File: src/rtl/keytx_pkg.sv
// Shared definitions for the keypad sequence transmitter: FSM state encoding,
// the released-bus value, the key-index type and the index-to-line decode.
package keytx_pkg;

  typedef enum logic [1:0] {
    ST_IDLE    = 2'd0,
    ST_PRESS   = 2'd1,
    ST_RELEASE = 2'd2,
    ST_QUIET   = 2'd3
  } state_t;

  localparam logic [3:0] KEY_RELEASED = 4'hF;

  typedef logic [1:0] key_idx_t;

  // Active-low line pattern for one pressed key; exactly one bit is zero.
  function automatic logic [3:0] key_decode(input key_idx_t k);
    return ~(4'b0001 << k);
  endfunction

endpackage

File: src/rtl/keytx_timer.sv
// Phase timer: loadable down-counter that stops at zero and flags it.
module keytx_timer #(
  parameter int CNT_W = 4
) (
  input  logic             clk,
  input  logic             reset,
  input  logic             load,
  input  logic [CNT_W-1:0] load_val,
  output logic             zero
);

  logic [CNT_W-1:0] count;

  // Load has priority; otherwise count down and hold at zero.
  always_ff @(posedge clk) begin
    if (reset) begin
      count <= '0;
    end else if (load) begin
      count <= load_val;
    end else if (count != '0) begin
      count <= count - 1'b1;
    end
  end

  assign zero = (count == '0);

endmodule

File: src/rtl/key_sequence_tx.sv
// Keypad sequence transmitter: presses a latched sequence of keys on the
// 4-line active-low keypad bus, each held HOLD cycles then released GAP
// cycles, followed by a QUIET window so the receiver returns to idle.
// Optional feature: define KEYTX_ABORT_EN to add an `abort` input that cuts
// the sequence short into the QUIET window.
module key_sequence_tx
  import keytx_pkg::*;
#(
  parameter int N_KEYS = 4,
  parameter int HOLD   = 3,
  parameter int GAP    = 2,
  parameter int QUIET  = 8,
  parameter int CNT_W  = 4
) (
  input  logic                clk,
  input  logic                reset,
  input  logic                start,
`ifdef KEYTX_ABORT_EN
  input  logic                abort,
`endif
  input  logic [2*N_KEYS-1:0] seq,
  output logic [3:0]          x,
  output logic                busy,
  output logic                done
);

  localparam int IDX_W = (N_KEYS > 1) ? $clog2(N_KEYS) : 1;
  localparam logic [IDX_W-1:0] LAST_IDX   = IDX_W'(N_KEYS - 1);
  localparam logic [CNT_W-1:0] HOLD_LD    = CNT_W'(HOLD - 1);
  localparam logic [CNT_W-1:0] GAP_LD     = CNT_W'(GAP - 1);
  localparam logic [CNT_W-1:0] QUIET_LD   = CNT_W'(QUIET - 1);

  if ((HOLD > (2**CNT_W) - 1) || (GAP > (2**CNT_W) - 1) || (QUIET > (2**CNT_W) - 1)) begin : g_cnt_w_check
    $error("key_sequence_tx: CNT_W too small for HOLD/GAP/QUIET");
  end

  state_t              state;
  logic [IDX_W-1:0]    idx;
  logic [2*N_KEYS-1:0] sreg;
  logic [2*N_KEYS-1:0] sreg_nxt;
  logic                tmr_load;
  logic [CNT_W-1:0]    tmr_val;
  logic                tmr_zero;
  logic                abort_req;

`ifdef KEYTX_ABORT_EN
  assign abort_req = abort;
`else
  assign abort_req = 1'b0;
`endif

  // Next key always sits in the low two bits after one shift.
  assign sreg_nxt = sreg >> 2;

  keytx_timer #(
    .CNT_W(CNT_W)
  ) u_timer (
    .clk      (clk),
    .reset    (reset),
    .load     (tmr_load),
    .load_val (tmr_val),
    .zero     (tmr_zero)
  );

  // Timer reload decisions, made on the same edge as the matching state change.
  always_comb begin
    tmr_load = 1'b0;
    tmr_val  = '0;
    case (state)
      ST_IDLE: begin
        if (start) begin
          tmr_load = 1'b1;
          tmr_val  = HOLD_LD;
        end
      end
      ST_PRESS: begin
        if (abort_req) begin
          tmr_load = 1'b1;
          tmr_val  = QUIET_LD;
        end else if (tmr_zero) begin
          tmr_load = 1'b1;
          tmr_val  = GAP_LD;
        end
      end
      ST_RELEASE: begin
        if (abort_req) begin
          tmr_load = 1'b1;
          tmr_val  = QUIET_LD;
        end else if (tmr_zero) begin
          tmr_load = 1'b1;
          tmr_val  = (idx == LAST_IDX) ? QUIET_LD : HOLD_LD;
        end
      end
      default: begin
        tmr_load = 1'b0;
        tmr_val  = '0;
      end
    endcase
  end

  // Sequencer FSM with registered bus, busy and done outputs.
  always_ff @(posedge clk) begin
    if (reset) begin
      state <= ST_IDLE;
      x     <= KEY_RELEASED;
      busy  <= 1'b0;
      done  <= 1'b0;
      idx   <= '0;
    end else begin
      done <= 1'b0;
      case (state)
        ST_IDLE: begin
          if (start) begin
            sreg  <= seq;
            idx   <= '0;
            x     <= key_decode(key_idx_t'(seq[1:0]));
            busy  <= 1'b1;
            state <= ST_PRESS;
          end
        end
        ST_PRESS: begin
          if (abort_req) begin
            x     <= KEY_RELEASED;
            state <= ST_QUIET;
          end else if (tmr_zero) begin
            x     <= KEY_RELEASED;
            state <= ST_RELEASE;
          end
        end
        ST_RELEASE: begin
          if (abort_req) begin
            state <= ST_QUIET;
          end else if (tmr_zero) begin
            if (idx == LAST_IDX) begin
              state <= ST_QUIET;
            end else begin
              idx   <= idx + 1'b1;
              sreg  <= sreg_nxt;
              x     <= key_decode(key_idx_t'(sreg_nxt[1:0]));
              state <= ST_PRESS;
            end
          end
        end
        ST_QUIET: begin
          if (tmr_zero) begin
            busy  <= 1'b0;
            done  <= 1'b1;
            state <= ST_IDLE;
          end
        end
        default: begin
          x     <= KEY_RELEASED;
          busy  <= 1'b0;
          state <= ST_IDLE;
        end
      endcase
    end
  end

endmodule
File: config.mk
export PLATFORM = sky130hd
export DESIGN_NAME = key_sequence_tx
export DESIGN_NICKNAME = d
export VERILOG_FILES = /design/src/rtl/keytx_pkg.sv /design/src/rtl/keytx_timer.sv /design/src/rtl/key_sequence_tx.sv
export SDC_FILE = /design/constraint.sdc
export NUM_CORES = 1
export LEC_CHECK = 0
export CORE_ASPECT_RATIO = 0.5
export CORE_MARGIN = 2
export CORE_UTILIZATION = 40
export CTS_CLUSTER_SIZE = 14
export DETAILED_ROUTE_END_ITERATION = 7
export GPL_ROUTABILITY_DRIVEN = 0
export GPL_TIMING_DRIVEN = 0
export HOLD_SLACK_MARGIN = 0.05
export PLACE_DENSITY = 0.67
export SYNTH_ARGS = -nofsm -noshare
export SYNTH_HDL_FRONTEND = slang
export SYNTH_SLANG_ARGS = --single-unit
File: constraint.sdc
create_clock -name clk -period 1.9 [get_ports clk]
set_clock_uncertainty 0.05 [all_clocks]
set_input_delay 0.475 -clock clk [delete_from_list [all_inputs] [get_ports clk]]
set_output_delay 0.475 -clock clk [all_outputs]
set_load 0.05 [all_outputs]
# [Word level (Yosys, flattened, before mapping)]
# Index checks and enable logic that the tools add are counted.
[classes] add_sub_neg=2 multipliers=0 n_div=0 magnitude_cmp=0 n_eq_ne=9 n_shift=2 muxes=32 bitwise_logic=4 n_reduce_logical=14
[op_table] cell="4-bit two-way mux" count=6
[op_table] cell="8-bit two-way mux" count=3
[op_table] cell="4-bit one-hot mux with 3 select lines" count=2
[op_table] cell="2-bit two-way mux" count=9
[op_table] cell="8-bit one-hot mux with 2 select lines" count=1
[op_table] cell="2-bit inequality test (second input constant)" count=5
[op_table] cell="5-bit AND reduction" count=2
[op_table] cell="4-bit NOT" count=2
[op_table] cell="2-bit one-hot mux with 4 select lines" count=1
[op_table] cell="4-bit AND reduction" count=2
[op_table] cell="1-bit by 2-bit << shifter with 4-bit output (first input constant)" count=2
[op_table] cell="2-bit equality test (second input constant)" count=3
[op_table] cell="3-bit two-way mux" count=2
[op_table] cell="2-bit nonzero test" count=3
[op_table] cell="1-bit two-way mux" count=5
[op_table] cell="4-bit logical NOT" count=1
[op_table] cell="1-bit one-hot mux with 2 select lines" count=2
[op_table] cell="2-bit one-hot mux with 2 select lines" count=1
[op_table] cell="4-bit nonzero test" count=1
[op_table] cell="2-bit OR reduction" count=2
[op_table] cell="4-bit by 1-bit subtractor with 4-bit output (second input constant)" count=1
[op_table] cell="3-bit AND reduction" count=1
[op_table] cell="3-bit nonzero test" count=1
[op_table] cell="2-bit by 1-bit adder with 2-bit output (second input constant)" count=1
[op_table] cell="other kinds (3)" count=4
[totals] reg_bits=22 latch_bits=0 ram_bits=0 rom_bits=0 in_bits=11 word_cells=70 mem_count=0

# [Logic depth before layout (Yosys ltp)]
[depth] word_depth=5 ltp_mapped=7

# [Cells and area by module]
# A second synthesis with hierarchy kept.
[unflattened] cells_unflattened=116 area_unflattened_um2=1168.6
[by_module_without_submodules] module="key_sequence_tx" n_inst=1 cells_each=92 area_per_inst_um2=939.7 seq_area_each_um2=380.4
[by_module_without_submodules] module="keytx_timer" n_inst=1 cells_each=24 area_per_inst_um2=229.0 seq_area_each_um2=80.1

# [Worst setup path after synthesis]
# Ideal clock, no wire load.
[synth_timing] path_kind="reg-to-reg" startpoint="register state[0]" endpoint="register sreg[2], enable pin" arrival_time_ps=1496 required_ps=1500 setup_slack_ps=4 path_stages_with_launch=7 path_buffers=1 synth_period_minus_slack_ps=1896 cell_sequence="dfxtp_1 > inv_1 > ha_1 > buf_2 > nor4bb_1 > o211ai_1 > nor2_1"
[synth_via] elab_chain_cells=3 elab_cells_between_ends=7
[synth_rtl] item="start: declaration" line_no="key_sequence_tx.sv:37" text="state_t state;"
[synth_rtl] item="start signal: assignment" line_no="key_sequence_tx.sv:104" text="state <= ST_IDLE;"
[synth_rtl] item="start signal: assignment" line_no="key_sequence_tx.sv:118" text="state <= ST_PRESS;"
[synth_rtl] item="start signal: assignment" line_no="key_sequence_tx.sv:124" text="state <= ST_QUIET;"
[synth_rtl] item="2-bit equality test or 2-bit logical NOT (tied branches)" line_no="key_sequence_tx.sv:111" text="case (state)"
[synth_rtl] item="2-bit inequality test (no line) or 2-bit nonzero test (tied branches)"
[synth_rtl] item="5-bit AND reduction (no line) *"
[synth_rtl] item="end signal: assignment" line_no="key_sequence_tx.sv:114" text="sreg <= seq;"
[synth_rtl] item="end signal: assignment" line_no="key_sequence_tx.sv:138" text="sreg <= sreg_nxt;"
[synth_rtl] item="end: declaration" line_no="key_sequence_tx.sv:39" text="logic [2*N_KEYS-1:0] sreg;"
# Every way passes the cells marked *; elsewhere a longest branch is shown, timed or not.
# A chain may end at the register's enable or synchronous reset.

# [Worst setup path in the final report]
[layout_timing] startpoint="input port start" endpoint="register sreg[6], enable pin"
[layout_via] elab_chain_cells=2
[layout_rtl] item="start: declaration" line_no="key_sequence_tx.sv:17" text="input logic start,"
[layout_rtl] item="2-bit inequality test (no line)"
[layout_rtl] item="5-bit AND reduction (no line)"
# Every way passes these cells.

==> results.py <==
metrics = {
    "cells_and_area": {
        "final_cell_area_mm2": 0.00147,
        "multiInputGateArea_um2": 662,
        "drive_above_1_share": 0.203,
        "area_growth_pct": 27.9,
        "fin_nets": 157,
        "register_area_um2": 463,
        "final_cells": 175,
        "fillers": 239,
        "diodes": 0,
    },
    "clock_network": {
        "htreeDepth": 1,
        "cts_tree": "built",
        "cts.sinks": 20,
        "clock_path_buffers": 2,
        "root_buffer": "clkbuf_8",
        "clock_latency_ns": 0.26,
        "numCtsBuffers": 3,
        "cts_hold_buffers": 0,
        "clk_pin_slew_ns": 0.07,
    },
    "global_routing": {
        "grt_pass1_wl_mm": 3.88,
        "grt_pass1_vias": 832,
        "grt_use_total": 0.149,
        "grt.overflow.total": 0,
        "grt_max_degree": 12,
        "antenna_found_initial": 0,
    },
    "setup_path": {
        "cp.arrival_ns": 1.75,
        "required_ns": 1.80,
        "end_kind": "flip-flop",
        "crit_family": "buffers and inverters",
        "critical-path-max-stage-delay_ns": 0.54,
        "crit_fanout": 8,
        "reg2regPathDepth": 6,
        "worst-path-buf-inv": 2,
        "path_class": "in -> reg",
        "start_kind": "input port",
        "critical_path.slowest_cell": "clkdlybuf4s50_1",
        "path_depth": 5,
        "path_cells": "clkdlybuf4s50_1, nand2b_1, clkbuf_4, o211ai_1, nor2_4",
    },
    "routing": {
        "dr.pass1.iters": 4,
        "wl_mm": 2.32,
        "vias": 908,
        "drc": 0,
        "routedWlPerCell_um": 13.3,
        "via_per_inst": 5.19,
        "drt_iter0_drc": 84,
        "ant_nets": 0,
    },
    "synthesis": {
        "ys.flop_type": "dfxtp_1",
        "netlist_instances": 115,
        "synth-seq-cells": 20,
        "async_flop_share": 0,
        "synth.distinct_cells": 39,
        "synthesis.nets": 133,
        "synth_area_per_cell_um2": 9.98,
        "ys_seq_area_frac": 0.401,
        "syn-cell-area_mm2": 0.00115,
        "synth_enable_flop_cells": 6,
        "synth_warnings": 0,
    },
    "floorplanning": {
        "dieHeight_um": 41.9,
        "std_cell_rows": 13,
        "die_area_mm2": 0.00334,
        "coreArea_mm2": 0.00267,
        "pin_count": 17,
        "die_x_um": 79.7,
        "initial_core_util": 0.430,
    },
    "power_and_ir_drop": {
        "powerDensity_mw_per_mm2": 1650,
        "ir_drop_mv": 0.625,
        "p_leak_nw": 0.586,
        "p_total_mw": 2.43,
    },
    "placement": {
        "post_dp_cell_area_mm2": 0.00135,
        "dpl.hpwl_mm": 1.62,
        "port_buffers": 16,
        "dp_cells": 168,
    },
    "sta": {
        "slew_headroom": 0.605,
        "finalCritPeriodShare": 0.971,
        "tightest_slew_ns": 0.592,
        "rsz0062_at_grt": "no",
        "fmax_ghz": 0.542,
        "hold_viol_final": 0,
        "period_minus_slack_ns": 1.84,
        "setup_viol": 0,
        "drv_slew": 0,
    },
    "worst_hold_path": {
        "holdPathStages": 1,
        "hold_class": "reg -> reg",
    },
    "job": {
        "maxCapViolations": 0,
    },
    "run_status": {
        "status": "finished clean",
    },
}
## cells in the mapped netlist (3+ instances only)
cell      instances  area (um2)
o21ai_0           5        25.0
a211o_1           4        35.0
nor3_1            3        15.0
inv_1             9        33.8
ha_1              7        87.6
mux2_2            6        67.6
dfxtp_1          14         280
nor2_1           12        45.0
a21oi_1           6        30.0
nand2_1           5        18.8
edfxtp_1          6         180
buf_2             3        15.0
nor2b_1           5        31.3
## sequential cells by signal, indices dropped and copies added, names as in the netlist
name           cells
idx                2
sreg               6
state              2
busy               1
u_timer.count      4
done               1
x                  4
## metrics by stage
step	setup TNS, ns	hold WS [ns]	setup WS, ns	utilization
floorplan	0	0.408	0.00422	-
global placement	-3.53	0.397	-0.453	0.508
CTS	0	0.418	0.00618	0.536
global route	0	0.433	0.00306	0.550
finish	0	0.410	0.0555	0.550
detailed placement	-3.41	0.406	-0.453	0.508
## path summary, 6_finish.rpt
| check | endpoint | slack (ns) | start |
|---|---|---|---|
| worst max register to register | sreg[6] | 0.08 | state[0] |
| worst min register to register | x[2] | 0.41 | x[2] |
| worst max-delay path | sreg[6] | 0.06 | start |
| worst min-delay path | x[2] | 0.41 | x[2] |
## layer usage
metal	track usage	part of all wire	up-vias
met2	0.213	0.42	22
met5	0	0	-
met1	0.220	0.51	416
met4	0.0203	0.0060	0
li1	-	-	468
met3	0.0543	0.059	2
## area by class of cell
type                            count  share of cell area
Sequential cell                    20               0.315
Inverter                            9              0.0230
Multi-Input combinational cell     81               0.451
Buffer                              5              0.0264
Timing Repair Buffer               19               0.122
Clock buffer                        4              0.0307
Tap cell                           37              0.0315
## repair_timing
action | in CTS | in global routing
setup endpoints to repair | 12 | 10
gates resized for setup | 15 | 4
pin swaps | 2 | 3
buffers inserted | 0 | 3
## placed cells by master (no fill, tap or decap), types with 4 or more instances in the layout
| cell | n |
|---|---|
| mux2_2 | 6 |
| dlygate4sd2_1 | 5 |
| o21ai_0 | 5 |
| ha_1 | 6 |
| edfxtp_1 | 6 |
| dfxtp_1 | 12 |
| clkdlybuf4s50_1 | 10 |
| nor2b_1 | 4 |
| inv_1 | 9 |
| a21oi_1 | 6 |
| a211o_1 | 4 |
| nor2_1 | 11 |
| nand2_1 | 5 |
## cells by family after synthesis
family | Yosys count | synth area share
buf+inv | 14 | 0.0556
mux | 6 | 0.0589
simple gates | 36 | 0.169
compound gates | 31 | 0.231
fa+ha+maj | 7 | 0.0763
xor+xnor | 1 | 0.00763
flops | 20 | 0.401
## report_power, final
part           switching, mW  internal (mW)
Clock                  0.133          0.149
Combinational          0.787          0.649
Sequential             0.114          0.595
Total                   1.03           1.39
(Power assumes the default switching activity.)
